<file path="config.mk">
export PLATFORM = sky130hd
export DESIGN_NAME = sync_fifo_ctrl
export DESIGN_NICKNAME = d
export VERILOG_FILES = /design/src/rtl/sync_fifo_ctrl.sv
export SDC_FILE = /design/constraint.sdc
export NUM_CORES = 1
export LEC_CHECK = 0
export ABC_CLOCK_PERIOD_IN_PS = 1850
export CORE_ASPECT_RATIO = 1.4
export CORE_MARGIN = 4
export CORE_UTILIZATION = 63
export CTS_BUF_LIST = sky130_fd_sc_hd__clkbuf_16
export DETAILED_ROUTE_END_ITERATION = 8
export DONT_BUFFER_PORTS = 1
export GPL_TIMING_DRIVEN = 1
export PLACE_DENSITY_LB_ADDON = 0.25
export SLEW_MARGIN = 10
export SYNTH_ARGS = -nofsm -noshare
export SYNTH_HDL_FRONTEND = slang
export SYNTH_SLANG_ARGS = --single-unit
export TNS_END_PERCENT = 5
</file>
<file path="constraint.sdc">
create_clock -name clk -period 1.85 [get_ports clk]
set_input_delay 0.37 -clock clk [delete_from_list [all_inputs] [get_ports clk]]
set_output_delay 0.37 -clock clk [all_outputs]
set_load 0.01 [all_outputs]
</file>
<file path="src/rtl/sync_fifo_ctrl.sv">
// Single-clock FIFO with occupancy count, programmable almost flags, error pulses
// and a selectable standard or first-word-fall-through read port.
module sync_fifo_ctrl #(
  parameter int unsigned WIDTH    = 8,
  parameter int unsigned DEPTH    = 16,
  parameter int unsigned AF_LEVEL = DEPTH - 2,
  parameter int unsigned AE_LEVEL = 2,
  parameter bit          FWFT     = 1'b0
) (
  input  logic                     clk,
  input  logic                     rstn,
  input  logic                     winc,
  input  logic [WIDTH-1:0]         wdata,
  input  logic                     rinc,
  output logic [WIDTH-1:0]         rdata,
  output logic                     wfull,
  output logic                     rempty,
  output logic                     almost_full,
  output logic                     almost_empty,
  output logic [$clog2(DEPTH):0]   count,
  output logic                     overflow,
  output logic                     underflow
);

  localparam int unsigned AW = $clog2(DEPTH);
  localparam int unsigned CW = AW + 1;

  logic [WIDTH-1:0] mem [DEPTH];

  logic [AW-1:0] waddr_q, waddr_d;
  logic [AW-1:0] raddr_q, raddr_d;
  logic [CW-1:0] count_q, count_d;
  logic          wfull_q, wfull_d;
  logic          rempty_q, rempty_d;
  logic          afull_q, afull_d;
  logic          aempty_q, aempty_d;
  logic          ovf_q, ovf_d;
  logic          udf_q, udf_d;
  logic          wr_acc;
  logic          rd_acc;

  // Acceptance is judged against the flags registered before this edge.
  assign wr_acc = winc && !wfull_q;
  assign rd_acc = rinc && !rempty_q;

  always_comb begin
    waddr_d  = waddr_q;
    raddr_d  = raddr_q;
    count_d  = count_q;
    if (wr_acc) waddr_d = AW'(waddr_q + AW'(1));
    if (rd_acc) raddr_d = AW'(raddr_q + AW'(1));
    if (wr_acc && !rd_acc) count_d = CW'(count_q + CW'(1));
    else if (rd_acc && !wr_acc) count_d = CW'(count_q - CW'(1));
    // Flags are registered from the next count so they stay glitch-free.
    wfull_d  = (count_d == CW'(DEPTH));
    rempty_d = (count_d == CW'(0));
    afull_d  = (count_d >= CW'(AF_LEVEL));
    aempty_d = (count_d <= CW'(AE_LEVEL));
    ovf_d    = winc && wfull_q;
    udf_d    = rinc && rempty_q;
  end

  always_ff @(posedge clk or negedge rstn) begin
    if (!rstn) begin
      waddr_q  <= '0;
      raddr_q  <= '0;
      count_q  <= '0;
      wfull_q  <= 1'b0;
      rempty_q <= 1'b1;
      afull_q  <= 1'b0;
      aempty_q <= 1'b1;
      ovf_q    <= 1'b0;
      udf_q    <= 1'b0;
    end else begin
      waddr_q  <= waddr_d;
      raddr_q  <= raddr_d;
      count_q  <= count_d;
      wfull_q  <= wfull_d;
      rempty_q <= rempty_d;
      afull_q  <= afull_d;
      aempty_q <= aempty_d;
      ovf_q    <= ovf_d;
      udf_q    <= udf_d;
    end
  end

  // Storage array is intentionally left unreset.
  always_ff @(posedge clk) begin
    if (wr_acc) mem[waddr_q] <= wdata;
  end

  generate
    if (FWFT) begin : g_fwft
      assign rdata = mem[raddr_q];
    end else begin : g_std
      logic [WIDTH-1:0] rdata_q;
      always_ff @(posedge clk or negedge rstn) begin
        if (!rstn)       rdata_q <= '0;
        else if (rd_acc) rdata_q <= mem[raddr_q];
      end
      assign rdata = rdata_q;
    end
  endgenerate

  assign wfull        = wfull_q;
  assign rempty       = rempty_q;
  assign almost_full  = afull_q;
  assign almost_empty = aempty_q;
  assign count        = count_q;
  assign overflow     = ovf_q;
  assign underflow    = udf_q;

endmodule

</file>
==> out/metrics.csv <==
stage,metric,value,unit
outcome,status,"complete, no violations",
hold_path,HP Class,primary input to register,
cts,"Clk Latency, worst-skew pair",0.42,ns
worst_setup_path,Worst Path Arrival,2.12,ns
logic_synthesis,Yosys reg bits,155,
layout,diode count,0,
logic_synthesis,Synth Area in XOR/XNOR,1.39,%
hold_path,WHS Path Cells,0,
die,die footprint,0.0117,mm²
cts,CTS tree,built,
layout,Layout Cells excl Fill,519,
timing,Min Hold Slack,0.0467,ns
layout,# fillers,506,
die,Core ar.,0.00962,mm²
global_route,M2 GR Usage,40.8,%
routing,Vias per Instance,6.22,
layout,layout cells sized above 1,27.1,%
cts,Num CTS Buffers,17,
place,dpl cells,480,
place,routability cong.,0.756,
global_route,global route overflow,0,
worst_setup_path,Startpoint Class,register,
pwr,total chip power,11.5,mW
layout,nets,393,
layout,post-layout util,77.7,%
logic_synthesis,leading area contributor after synthesis,edfxtp_1,
hold_path,Worst Hold End,mem[14][1],
logic_synthesis,largest cells by area after synthesis,"edfxtp_1 (61%), dfrtp_1 (10%), mux4_1 (7.1%), mux4_2 (5.4%), and2_1 (1.8%)",
cts,Root Driver,clkbuf_16,
logic_synthesis,Post-Synth Adder-Cell Area,1.39,%
global_route,gr usage total,24.1,%
logic_synthesis,Simple-Gate Fraction of Synth Area,5.36,%
logic_synthesis,main combinational cell family by area after synthesis,multiplexers,
global_route,met3 Usage GRT,6.98,%
routing,Post-route DRC,0,
logic_synthesis,sequential area share after synthesis,72.0,%
layout,FF/Latch Area,0.00452,mm²
cts,CTS Sinks,155,
logic_synthesis,multiplexer area fraction after synthesis,15.2,%
worst_setup_path,crit-path max FO,6,
worst_setup_path,WP data required,2.14,ns
worst_setup_path,Worst R2R End,rdata[5],
global_route,initial antenna violation count,0,
routing,Final ANT Viol Nets,0,
timing,Final min period,1.82,ns
timing,RSZ-0062 raised after global routing,true,
timing,Layout Skew,0.00554,ns
timing,FMAX,548,MHz
die,die height,126,µm
worst_setup_path,Worst R2R Start,raddr_q[1],
global_route,GR Layer Usage met1,30.2,%
logic_synthesis,"Cell Area, Synth",0.00628,mm²
place,pre-CTS setup slack,-0.0832,ns
routing,DR WL/cell,24.5,µm
layout,area delta synth->final,18.9,%
logic_synthesis,synthesized area per cell,18.8,µm²
pwr,sw power,3.45,mW
global_route,Top Usage Layer GRT,met2,
timing,Slew @ Worst Pin,0.720,ns
timing,Pins Over Slew Limit,0,
logic_synthesis,syn nets,353,
routing,final wirelength,12.7,mm
worst_setup_path,Worst R2R Path Depth,7,
pwr,Pleak,2.66,nW
die,Die X-Extent,92.4,µm
global_route,first-pass GRT wire length,19.9,mm
cts,CTS H-Tree Depth,4,
timing,final hold violations,0,
hold_path,Hold Startpoint,wdata[1],
timing,worst setup margin,0.0256,ns
pwr,clock share of power,27.0,%
pwr,Gate power share,31.0,%
worst_setup_path,WS Path Type,register to register,
worst_setup_path,Worst setup EP type,register,
pwr,power share of the sequential group,41.9,%
place,DP HPWL,7.63,mm
timing,"Setup violations, final",0,
pwr,PwrDens,1540,mW/mm²
pwr,Int Power,8.05,mW
logic_synthesis,Yosys top cell area share,61.2,%
die,Site Rows,42,
die,I/O pin count,31,
pwr,Max VDD drop,1.03,mV
global_route,number of global-route vias before repair,3399,
global_route,largest net degree at the start of global routing,33,
layout,area of the multi-input gates,0.00164,mm²
logic_synthesis,post-synthesis compound-gate area fraction,2.29,%
pwr,switching portion of total power,30.0,%
routing,DRT Pass-1 Iters,4,
timing,fin crit share,98.6,%
cts,clk buf depth,2,
routing,vias,3229,
cts,clock slew at reported path FFs,0.06,ns
routing,1st-iter DRT viols,255,
logic_synthesis,Yosys warnings,0,
worst_setup_path,Worst R2R Setup Slack,0.03,ns
logic_synthesis,post-synth cell types,37,
logic_synthesis,cells after synthesis,334,
timing,Slew Limit Headroom,52.0,%
place,# port buffers,0,
die,Initial Util,65.3,%
flow_run,Max-cap violations,0,
[layout make-up]
class,instances,area share [%]
clock buffers,17,5.70
repair buffers,37,7.86
clock inverters,15,1.49
inverters,5,0.251
well taps,132,2.21
multi-input cells,158,21.9
flip-flops and latches,155,60.6
[metal layers]
layer / part of all wire (%) / wire, µm / vias to the layer above
li1: - / - / 1395
met1: 38 / 4800 / 1683
met2: 54 / 6900 / 124
met3: 5.7 / 722 / 27
met4: 2.4 / 305 / 0
met5: 0 / 0 / -
[how the worst max path moves through the flow]
stage                         endpoint        from  depth (start not counted)  slack [ns]
after global placement    almost_empty      rempty                          6       -0.02
after floorplan               rdata[1]  raddr_q[1]                          7        0.15
final                         rdata[5]  raddr_q[1]                          7        0.03
after CTS                     rdata[5]  raddr_q[1]                          6        0.01
after detailed placement  almost_empty      rempty                          6       -0.08
after global routing          rdata[5]  raddr_q[1]                          7       -0.06
[sequential cells by signal, summed over array words and instances (netlist names)]
name / flops
raddr_q: 4
wfull: 1
rempty: 1
rdata: 8
almost_empty: 1
almost_full: 1
overflow: 1
waddr_q: 4
count: 5
underflow: 1
mem: 128
[cell families after synthesis]
group	count (synthesis)
buf+inv	21
compound gates	26
fa+ha+maj	7
flops	155
xor+xnor	10
mux	48
simple gates	67
[worst max-delay path, stage by stage, from the launching register on]
cell	delay [ns]
dfrtp_2	0.37
buf_12	0.14
buf_12	0.13
mux4_1	0.56
mux2i_1	0.22
nand2_1	0.09
o21ai_1	0.12
o21ai_1	0.08
[cell usage in the layout, fill, tap and decap left out, types with 12 or more instances in the layout]
master,instances
edfxtp_1,128
mux4_1,14
and2_1,18
o21ai_1,12
nand2_1,27
dfrtp_1,23
clkbuf_16,20
buf_12,20
buf_4,12
mux4_2,18
[repair_timing]
item                                   in CTS  in global routing
setup endpoints to repair                   2                 22
pin swaps                                   0                  1
gates resized for setup                     4                  9
hold buffers                                2                  0
cloned                                      0                  3
setup buffers                               0                  2
endpoints found under the hold margin      27                  0
[Yosys cell counts]
library cell,n
nand4_1,2
or2_2,1
xnor2_1,8
mux2i_1,8
mux2_2,8
buf_12,1
edfxtp_1,128
buf_8,1
o22ai_1,2
ha_1,7
a31o_2,1
nor3_1,1
inv_1,5
nor4_1,3
o211ai_1,1
buf_2,5
xor2_1,2
nor3b_1,1
nand2_1,27
and3_1,1
mux4_2,15
nor2b_1,2
o21ai_0,3
dfrtp_1,25
o21ai_1,13
mux4_1,17
clkbuf_1,3
or3_1,1
dfstp_2,2
buf_6,4
a21oi_1,5
nand2b_1,2
and2_1,18
buf_4,2
nand3_1,4
nor2_1,4
a2111oi_1,1
[power by group through the flow]
stage | clock network [mW] | registers, mW | logic [mW]
CTS | 3.17 | 4.83 | 3.28
global placement | 0 | 4.85 | 3.04
detailed placement | 0 | 4.89 | 3.15
floorplan | 0 | 4.72 | 2.31
global route | 3.34 | 4.89 | 3.88
finish | 3.11 | 4.82 | 3.57
[through the flow]
| stage | TNS (ns) | area (µm²) |
|---|---|---|
| global route | -0.281 | 7470 |
| global placement | -0.0201 | 6770 |
| CTS | 0 | 7350 |
| floorplan | 0 | 6280 |
| detailed placement | -0.0832 | 6770 |
| finish | 0 | 7470 |
Note: power is estimated with default switching activity, not from simulation.
